### src/rtl/ieeedrv_sd_arb.sv
// Round-robin arbiter sharing one HPS SD block port among SUBDRV track-buffer requesters.
// Grant one cycle after a request is seen; strobe held until sd_ack; requesters wait on done, with a watchdog abort.
module ieeedrv_sd_arb #(
  parameter int          SUBDRV  = 2,
  parameter logic [23:0] TIMEOUT = 24'hFFFFFF
) (
  input  logic                    clk_sys,
  input  logic                    reset_n,
  input  logic [SUBDRV-1:0]       req_rd,
  input  logic [SUBDRV-1:0]       req_wr,
  input  logic [SUBDRV-1:0][31:0] req_lba,
  input  logic [SUBDRV-1:0][5:0]  req_blk_cnt,
  output logic [SUBDRV-1:0]       done,
  output logic [SUBDRV-1:0]       err,
  output logic [SUBDRV-1:0]       drv_busy,
  output logic [SUBDRV-1:0]       drv_ack,
  output logic [SUBDRV-1:0]       drv_buff_wr,
  output logic [31:0]             sd_lba,
  output logic [5:0]              sd_blk_cnt,
  output logic                    sd_rd,
  output logic                    sd_wr,
  input  logic                    sd_ack,
  input  logic                    sd_buff_wr
);
  localparam int GW = (SUBDRV > 1) ? $clog2(SUBDRV) : 1;

  typedef enum logic [1:0] {IDLE, ISSUE, XFER, DONE} state_t;

  typedef struct packed {
    logic        wr;
    logic [31:0] lba;
    logic [5:0]  blk_cnt;
  } cmd_t;

  state_t            state, state_nxt;
  cmd_t              cmd;
  logic [GW-1:0]     gnt, rr, pick_idx;
  logic              pick_vld;
  logic [SUBDRV-1:0] pending, gnt_oh;
  logic [23:0]       cnt;
  logic              ack_q, ack_rise, cnt_hit, timed_out, to_nxt, port_own;

  function automatic logic [GW-1:0] wrap_idx(input logic [GW-1:0] base, input int off);
    int s;
    s = int'(base) + off;
    if (s >= SUBDRV) s = s - SUBDRV;
    return GW'(s);
  endfunction

  assign pending    = req_rd | req_wr;
  assign ack_rise   = sd_ack & ~ack_q;
  assign cnt_hit    = (cnt == TIMEOUT - 24'd1);
  assign sd_lba     = cmd.lba;
  assign sd_blk_cnt = cmd.blk_cnt;

  // Scan from the highest offset down so the nearest pending drive at/after rr wins.
  always_comb begin
    pick_vld = 1'b0;
    pick_idx = rr;
    for (int k = SUBDRV - 1; k >= 0; k--) begin
      if (pending[wrap_idx(rr, k)]) begin
        pick_vld = 1'b1;
        pick_idx = wrap_idx(rr, k);
      end
    end
  end

  always_comb begin
    gnt_oh = '0;
    for (int i = 0; i < SUBDRV; i++) gnt_oh[i] = (gnt == GW'(i));
  end

  always_comb begin
    state_nxt = state;
    to_nxt    = 1'b0;
    case (state)
      IDLE:  if (pick_vld) state_nxt = ISSUE;
      ISSUE: begin
        if (ack_rise) state_nxt = XFER;
        else if (cnt_hit) begin
          state_nxt = DONE;
          to_nxt    = 1'b1;
        end
      end
      XFER: begin
        if (!sd_ack) state_nxt = DONE;
        else if (cnt_hit) begin
          state_nxt = DONE;
          to_nxt    = 1'b1;
        end
      end
      DONE:    state_nxt = IDLE;
      default: state_nxt = IDLE;
    endcase

    port_own    = (state == ISSUE) || (state == XFER);
    // Strobe drops combinationally in the very cycle the ack edge is first seen.
    sd_rd       = (state == ISSUE) && !cmd.wr && !ack_rise;
    sd_wr       = (state == ISSUE) && cmd.wr && !ack_rise;
    drv_busy    = port_own ? gnt_oh : '0;
    drv_ack     = (port_own && sd_ack) ? gnt_oh : '0;
    drv_buff_wr = (port_own && sd_ack && sd_buff_wr) ? gnt_oh : '0;
    done        = (state == DONE) ? gnt_oh : '0;
    err         = (state == DONE && timed_out) ? gnt_oh : '0;
  end

  always_ff @(posedge clk_sys or negedge reset_n) begin
    if (!reset_n) state <= IDLE;
    else          state <= state_nxt;
  end

  always_ff @(posedge clk_sys or negedge reset_n) begin
    if (!reset_n) begin
      gnt       <= '0;
      rr        <= '0;
      cmd       <= '0;
      cnt       <= '0;
      ack_q     <= 1'b0;
      timed_out <= 1'b0;
    end else begin
      ack_q <= sd_ack;
      if (state != state_nxt)  cnt <= '0;
      else if (cnt != 24'hFFFFFF) cnt <= cnt + 24'd1;
      if (state == IDLE && pick_vld) begin
        gnt         <= pick_idx;
        cmd.wr      <= req_wr[pick_idx];
        cmd.lba     <= req_lba[pick_idx];
        cmd.blk_cnt <= req_blk_cnt[pick_idx];
      end
      if (state != DONE) timed_out <= to_nxt;
      if (state == DONE) rr <= (gnt == GW'(SUBDRV - 1)) ? '0 : gnt + GW'(1);
    end
  end
endmodule

### config.mk
export PLATFORM = sky130hd
export DESIGN_NAME = ieeedrv_sd_arb
export DESIGN_NICKNAME = d
export VERILOG_FILES = /design/src/rtl/ieeedrv_sd_arb.sv
export SDC_FILE = /design/constraint.sdc
export NUM_CORES = 1
export LEC_CHECK = 0
export ABC_AREA = 1
export BUFFER_PORTS_ARGS = -buffer_cell sky130_fd_sc_hd__buf_2
export CORE_UTILIZATION = 55
export CTS_BUF_LIST = sky130_fd_sc_hd__clkbuf_4 sky130_fd_sc_hd__clkbuf_8
export DETAILED_ROUTE_END_ITERATION = 10
export PLACE_DENSITY_LB_ADDON = 0.15
export SETUP_SLACK_MARGIN = 0.2
export SYNTH_ARGS = -nofsm -noshare
export SYNTH_HDL_FRONTEND = slang
export SYNTH_SLANG_ARGS = --single-unit
### constraint.sdc
create_clock -name clk_sys -period 3.28 [get_ports clk_sys]
set_input_delay 0.328 -clock clk_sys [delete_from_list [all_inputs] [get_ports clk_sys]]
set_output_delay 0.328 -clock clk_sys [all_outputs]
set_load 0.05 [all_outputs]
==> results of run 1 <==
layout by cell type, fill, tap and decap left out, types with 3 or more instances in the layout:
cell type,synthesis,final
buf_2,4,133
ha_1,7,7
nand2_2,6,6
nand3_2,3,3
clkinv_2,0,3
dfrtp_1,69,69
clkbuf_8,0,9
nor2_2,24,24
o21ai_0,12,12
a21oi_1,79,79
xor2_1,9,9
inv_1,38,38
nand4_1,9,9
nand2_1,100,100
nor2_4,3,3
nor2_1,74,74
buf_4,38,5
nand3_1,20,20
routing by layer:
layer  routed length [µm]  global-route usage (%)
met5                    0                       0
met4                  111                    7.30
met3                  618                    5.66
met2                 4470                    42.4
met1                 3770                    28.9
worst reg2reg max path, cell delays in order (launching register included):
cell	delay, ns
dfrtp_1	0.47
inv_1	0.13
ha_1	0.20
nand2_1	0.06
buf_4	0.38
inv_1	0.29
buf_4	0.31
nor2_1	0.15
a21oi_1	0.05
Yosys cell counts (all sizes together):
library cell,number
o21ai,14
nor3,3
xor2,9
inv,40
a21oi,79
nand3,24
xnor2,1
nand4,9
o22ai,2
clkbuf,11
buf,47
ha,7
nor2,101
nand3b,1
and3,1
dfrtp,69
nand2,106
o21bai,1
sequential cells by signal, indices dropped and copies added (netlist names):
name        cells
gnt             1
rr              1
cmd             1
ack_q           1
sd_blk_cnt      6
timed_out       1
sd_lba         32
cnt            24
state           2
area by class of cell:
class	count	area (µm²)
clock buffers	10	131
repair buffers	139	713
well taps	96	120
flip-flops and latches	69	1730
clock inverters	5	52.6
inverters	40	150
fillers	583	2270
multi-input cells	358	1780
worst max path at each step:
stage	from	endpoint	slack [ns]
floorplan	state[1]	drv_buff_wr[0]	1.35
global placement	state[1]	sd_lba[28]	1.21
detailed placement	state[1]	sd_lba[23]	1.17
CTS	state[1]	drv_buff_wr[0]	1.11
global route	state[1]	sd_lba[27]	0.94
finish	state[1]	sd_lba[15]	1.12
power breakdown:
part | internal [mW] | switching [mW]
Sequential | 1.15 | 0.182
Clock | 0.351 | 0.313
Combinational | 0.637 | 2.05
cell families (layout without fill, tap and decap cells):
kind of cell    after synthesis  after routing  synth area share, %
xor+xnor                     10             10                 2.17
buf+inv                      98            194                 13.3
simple gates                245            245                 27.7
compound gates               96             96                 12.0
flops                        69             69                 42.7
fa+ha+maj                     7              7                 2.17
stage by stage:
stage / hold WS, ns / instances / area, µm² / total power, mW / util, %
final: 0.173 / 717 / 4670 / 4.68 / 67.3
after global routing: 0.149 / 717 / 4670 / 4.98 / 67.3
after CTS: 0.157 / 717 / 4670 / 4.71 / 67.3
after detailed placement: 0.311 / 701 / 4480 / 4.04 / 64.5
after global placement: 0.298 / 701 / 4480 / 3.99 / 64.5
after floorplan: 0.0324 / 525 / 4040 / 3.82 / -
==> flow_summary.yaml, run 1 <==
detailed_routing:
  drc_errors: 0
  routed_wirelength_um: 8970
  drt_pass1_iterations: 5
  postRouteAntennaNets: 0
  via_count: 3657
  wl_per_cell_um: 12.5
  drt-vias-per-instance: 5.10
  first_iter_violations: 184
clock_tree:
  cts_max_level: 3
  cts_hold_buf: 1
  path_clk_slew_ns: 0.07
  root_buffer: "clkbuf_8"
  clock_path_buffers: 2
  clk_latency_ns: 0.34
  cts_tree: "yes"
  cts_sinks: 69
  cts_buffers: 9
  post-cts-setup-buffers: 0
  cts_resized: 0
floorplan:
  core_um2: 6940
  rows: 30
  initial_core_util_pct: 58.2
  die_h_um: 87.7
  die_w_um: 87.7
  die_area_um2: 7700
  ios: 134
layout:
  area_growth_pct: 15.6
  drive_gt1_share_pct: 31.4
  final_nets: 708
  n_antenna_cell: 0
timing:
  drv_slew: 0
  fmax_mhz: 464
  maxSlewHeadroom_pct: 57.7
  finalSetupTns_ns: 0
  setup_ws_ns: 1.12
  fin_crit_ns: 2.16
  skew_ns: 0.00647
  final-hold-violation-count: 0
  worst-slew-pin-transition_ns: 0.635
  rsz0062_at_grt: "false"
  setup_viol_count_final: 0
  period_share_pct: 65.7
min_path:
  whs_path_depth: 1
  hold_path_class: "primary input to flop"
  whs_endpoint: "ack_q"
  min_from: "sd_ack"
global_route:
  grtUsageTotal_pct: 24.0
  grt_start_max_net_pins: 51
  grt_pass1_vias: 3408
  grt_pass1_wl_um: 14600
  antenna_found_initial: 0
  gr-total-overflow: 0
synth:
  yosysSeqAreaShare_pct: 42.7
  synthCells: 525
  yosysUniqueCellTypes: 29
  syn-mean-instance-area_um2: 7.70
  ys_seq_elements: 69
  synth.cell_area_um2: 4040
  yosys.area.top_type_share_pct: 42.7
  synthTopCellsByArea: "dfrtp_1, a21oi_1, nand2_1, buf_4, nor2_1"
  yosys_warnings: 0
  yosys.area.top_type: "dfrtp_1"
  syn-num-nets: 616
placement:
  routabilityCongestion: 0.823
  hpwl_um: 6360
  pre_cts_slack_ns: 1.17
  portBuffers: 133
worst_setup_path:
  critPathRequiredTime_ns: 3.50
  crit_arrival_ns: 2.38
  cp_top_family: "buffers and inverters"
  critPathMaxFanout: 42
  crit_type: "flop to flop"
  slowest_stage: "dfrtp_1"
  cp.depth: 8
  r2r_cells: 8
  reg2reg_from: "state[1]"
  crit_path_max_incr_delay_ns: 0.47
  reg2reg_to: "sd_lba[15]"
  r2r_setup_slack_ns: 1.12
  end_kind: "flop"
  crit_chain: "inv_1 > ha_1 > nand2_1 > buf_4 > inv_1 > buf_4 > nor2_1 > a21oi_1"
  path_buf_inv: 4
  worst_setup_path_start_kind: "flop"
pwr:
  ir_worst_vdd_mv: 0.786
  powerDensity_nw_per_um2: 1000
  leakagePower_nw: 2.24
status:
  status: "complete, no violations"
run:
  drv_cap: 0
Note: power is estimated with default switching activity, not from simulation.
==> run 2, diff against run 1 <==
CORE_UTILIZATION = 53   (was 55)
clock period = 2.1 ns   (was 3.28 ns; I/O delays follow)
==> flow_summary.yaml, run 2 (synthesis results as in run 1) <==
detailed_routing:
  drt_pass1_iterations: 4
  first_iter_violations: 214
  drc_errors: 0
  wl_per_cell_um: 13.8
  via_count: 3811
  postRouteAntennaNets: 0
  routed_wirelength_um: 10200
  drt-vias-per-instance: 5.12
layout:
  final_common_cell: "buf_2"
  drive_gt1_share_pct: 38.6
  n_antenna_cell: 0
  area_growth_pct: 27.4
  fillers: 610
  final_nets: 731
  finalInstanceArea_um2: 5150
  final_cell_count_no_fill: 744
  largest_register_ff_count: 32
  mostFrequentLayoutCells: "buf_2, nand2_1, a21oi_1"
  final_util_pct: 70.3
status:
  status: "complete, no violations"
global_route:
  grt_pass1_vias: 3365
  grt_pass1_wl_um: 14400
  grt_start_max_net_pins: 42
  antenna_found_initial: 0
  gr-total-overflow: 0
  grtUsageTotal_pct: 23.5
placement:
  portBuffers: 133
  pre_cts_slack_ns: 0.199
  hpwl_um: 6630
  dp.cells: 706
  routabilityCongestion: 0.830
  placed_area_um2: 4520
timing:
  fmax_mhz: 535
  drv_slew: 0
  worst-slew-pin-transition_ns: 0.660
  skew_ns: 0.00949
  finalSetupTns_ns: 0
  setup_viol_count_final: 0
  setup_ws_ns: 0.231
  rsz0062_at_grt: "true"
  final-hold-violation-count: 0
  fin_crit_ns: 1.87
  period_share_pct: 89.0
  fin_hold_ws_ns: 0.0395
  maxSlewHeadroom_pct: 56.0
floorplan:
  ios: 134
  initial_core_util_pct: 55.2
  die_w_um: 89.4
  die_h_um: 89.4
  rows: 31
  core_um2: 7330
  die_area_um2: 7980
clock_tree:
  cts_tree: "yes"
  cts_sinks: 69
  clk_latency_ns: 0.34
  root_buffer: "clkbuf_8"
  cts_buffers: 9
  path_clk_slew_ns: 0.08
  clock_path_buffers: 2
  cts_max_level: 3
pwr:
  powerDensity_nw_per_um2: 1600
  ir_worst_vdd_mv: 1.25
  p_total_mw: 8.25
  leakagePower_nw: 2.43
worst_setup_path:
  worst_setup_path_start_kind: "flop"
  critPathRequiredTime_ns: 2.33
  end_kind: "flop"
  r2r_setup_slack_ns: 0.23
  crit_type: "flop to flop"
  critPathMaxFanout: 6
  crit_arrival_ns: 2.10
run:
  drv_cap: 0
min_path:
  hold_path_class: "primary input to flop"
-- run 2: path summary, 6_finish.rpt --
check	startpoint	depth (start not counted)	end
max	cnt[1]	10	cnt[5]
min	sd_ack	1	ack_q
max reg2reg	cnt[1]	10	cnt[5]
min reg2reg	sd_lba[7]	2	sd_lba[7]
max in group asynchronous	reset_n	3	cnt[17]
min in group asynchronous	reset_n	2	sd_lba[18]
-- run 2: area by class of cell --
cell class / instances / area [µm²] / share of cell area [%]
repair buffers: 161 / 962 / 18.7
clock buffers: 11 / 145 / 2.82
flip-flops and latches: 69 / 1730 / 33.6
inverters: 40 / 150 / 2.91
clock inverters: 5 / 83.8 / 1.63
multi-input cells: 359 / 1960 / 38.0
well taps: 99 / 124 / 2.40
-- run 2: worst max-delay path, stage by stage, from the launching register on --
cell,delay (ns)
dfrtp_2,0.43
ha_2,0.21
inv_2,0.04
nor2_4,0.14
nand2_1,0.10
inv_2,0.08
nand4_1,0.27
inv_2,0.17
nor2_2,0.07
xnor2_2,0.20
nor2_4,0.05
-- run 2: layer usage --
layer  track usage (%)  wire [µm]
met5                 0          0
met1              28.2       4400
met2              41.9       5110
met3              3.32        481
met4              10.8        244
-- run 2: where the power goes --
group	internal, mW	total [mW]	switching, mW
combinational	1.46	4.96	3.50
sequential	1.79	2.06	0.266
clock	0.717	1.23	0.517
-- run 2: timing repair --
action / CTS / global route
buffers inserted: 1 / 16
cloned: 0 / 4
pin swaps: 0 / 19
gates resized for setup: 7 / 47
hold buffers: 1 / 0
endpoints found under the hold margin: 28 / 0
endpoints found under the setup margin: 9 / 31
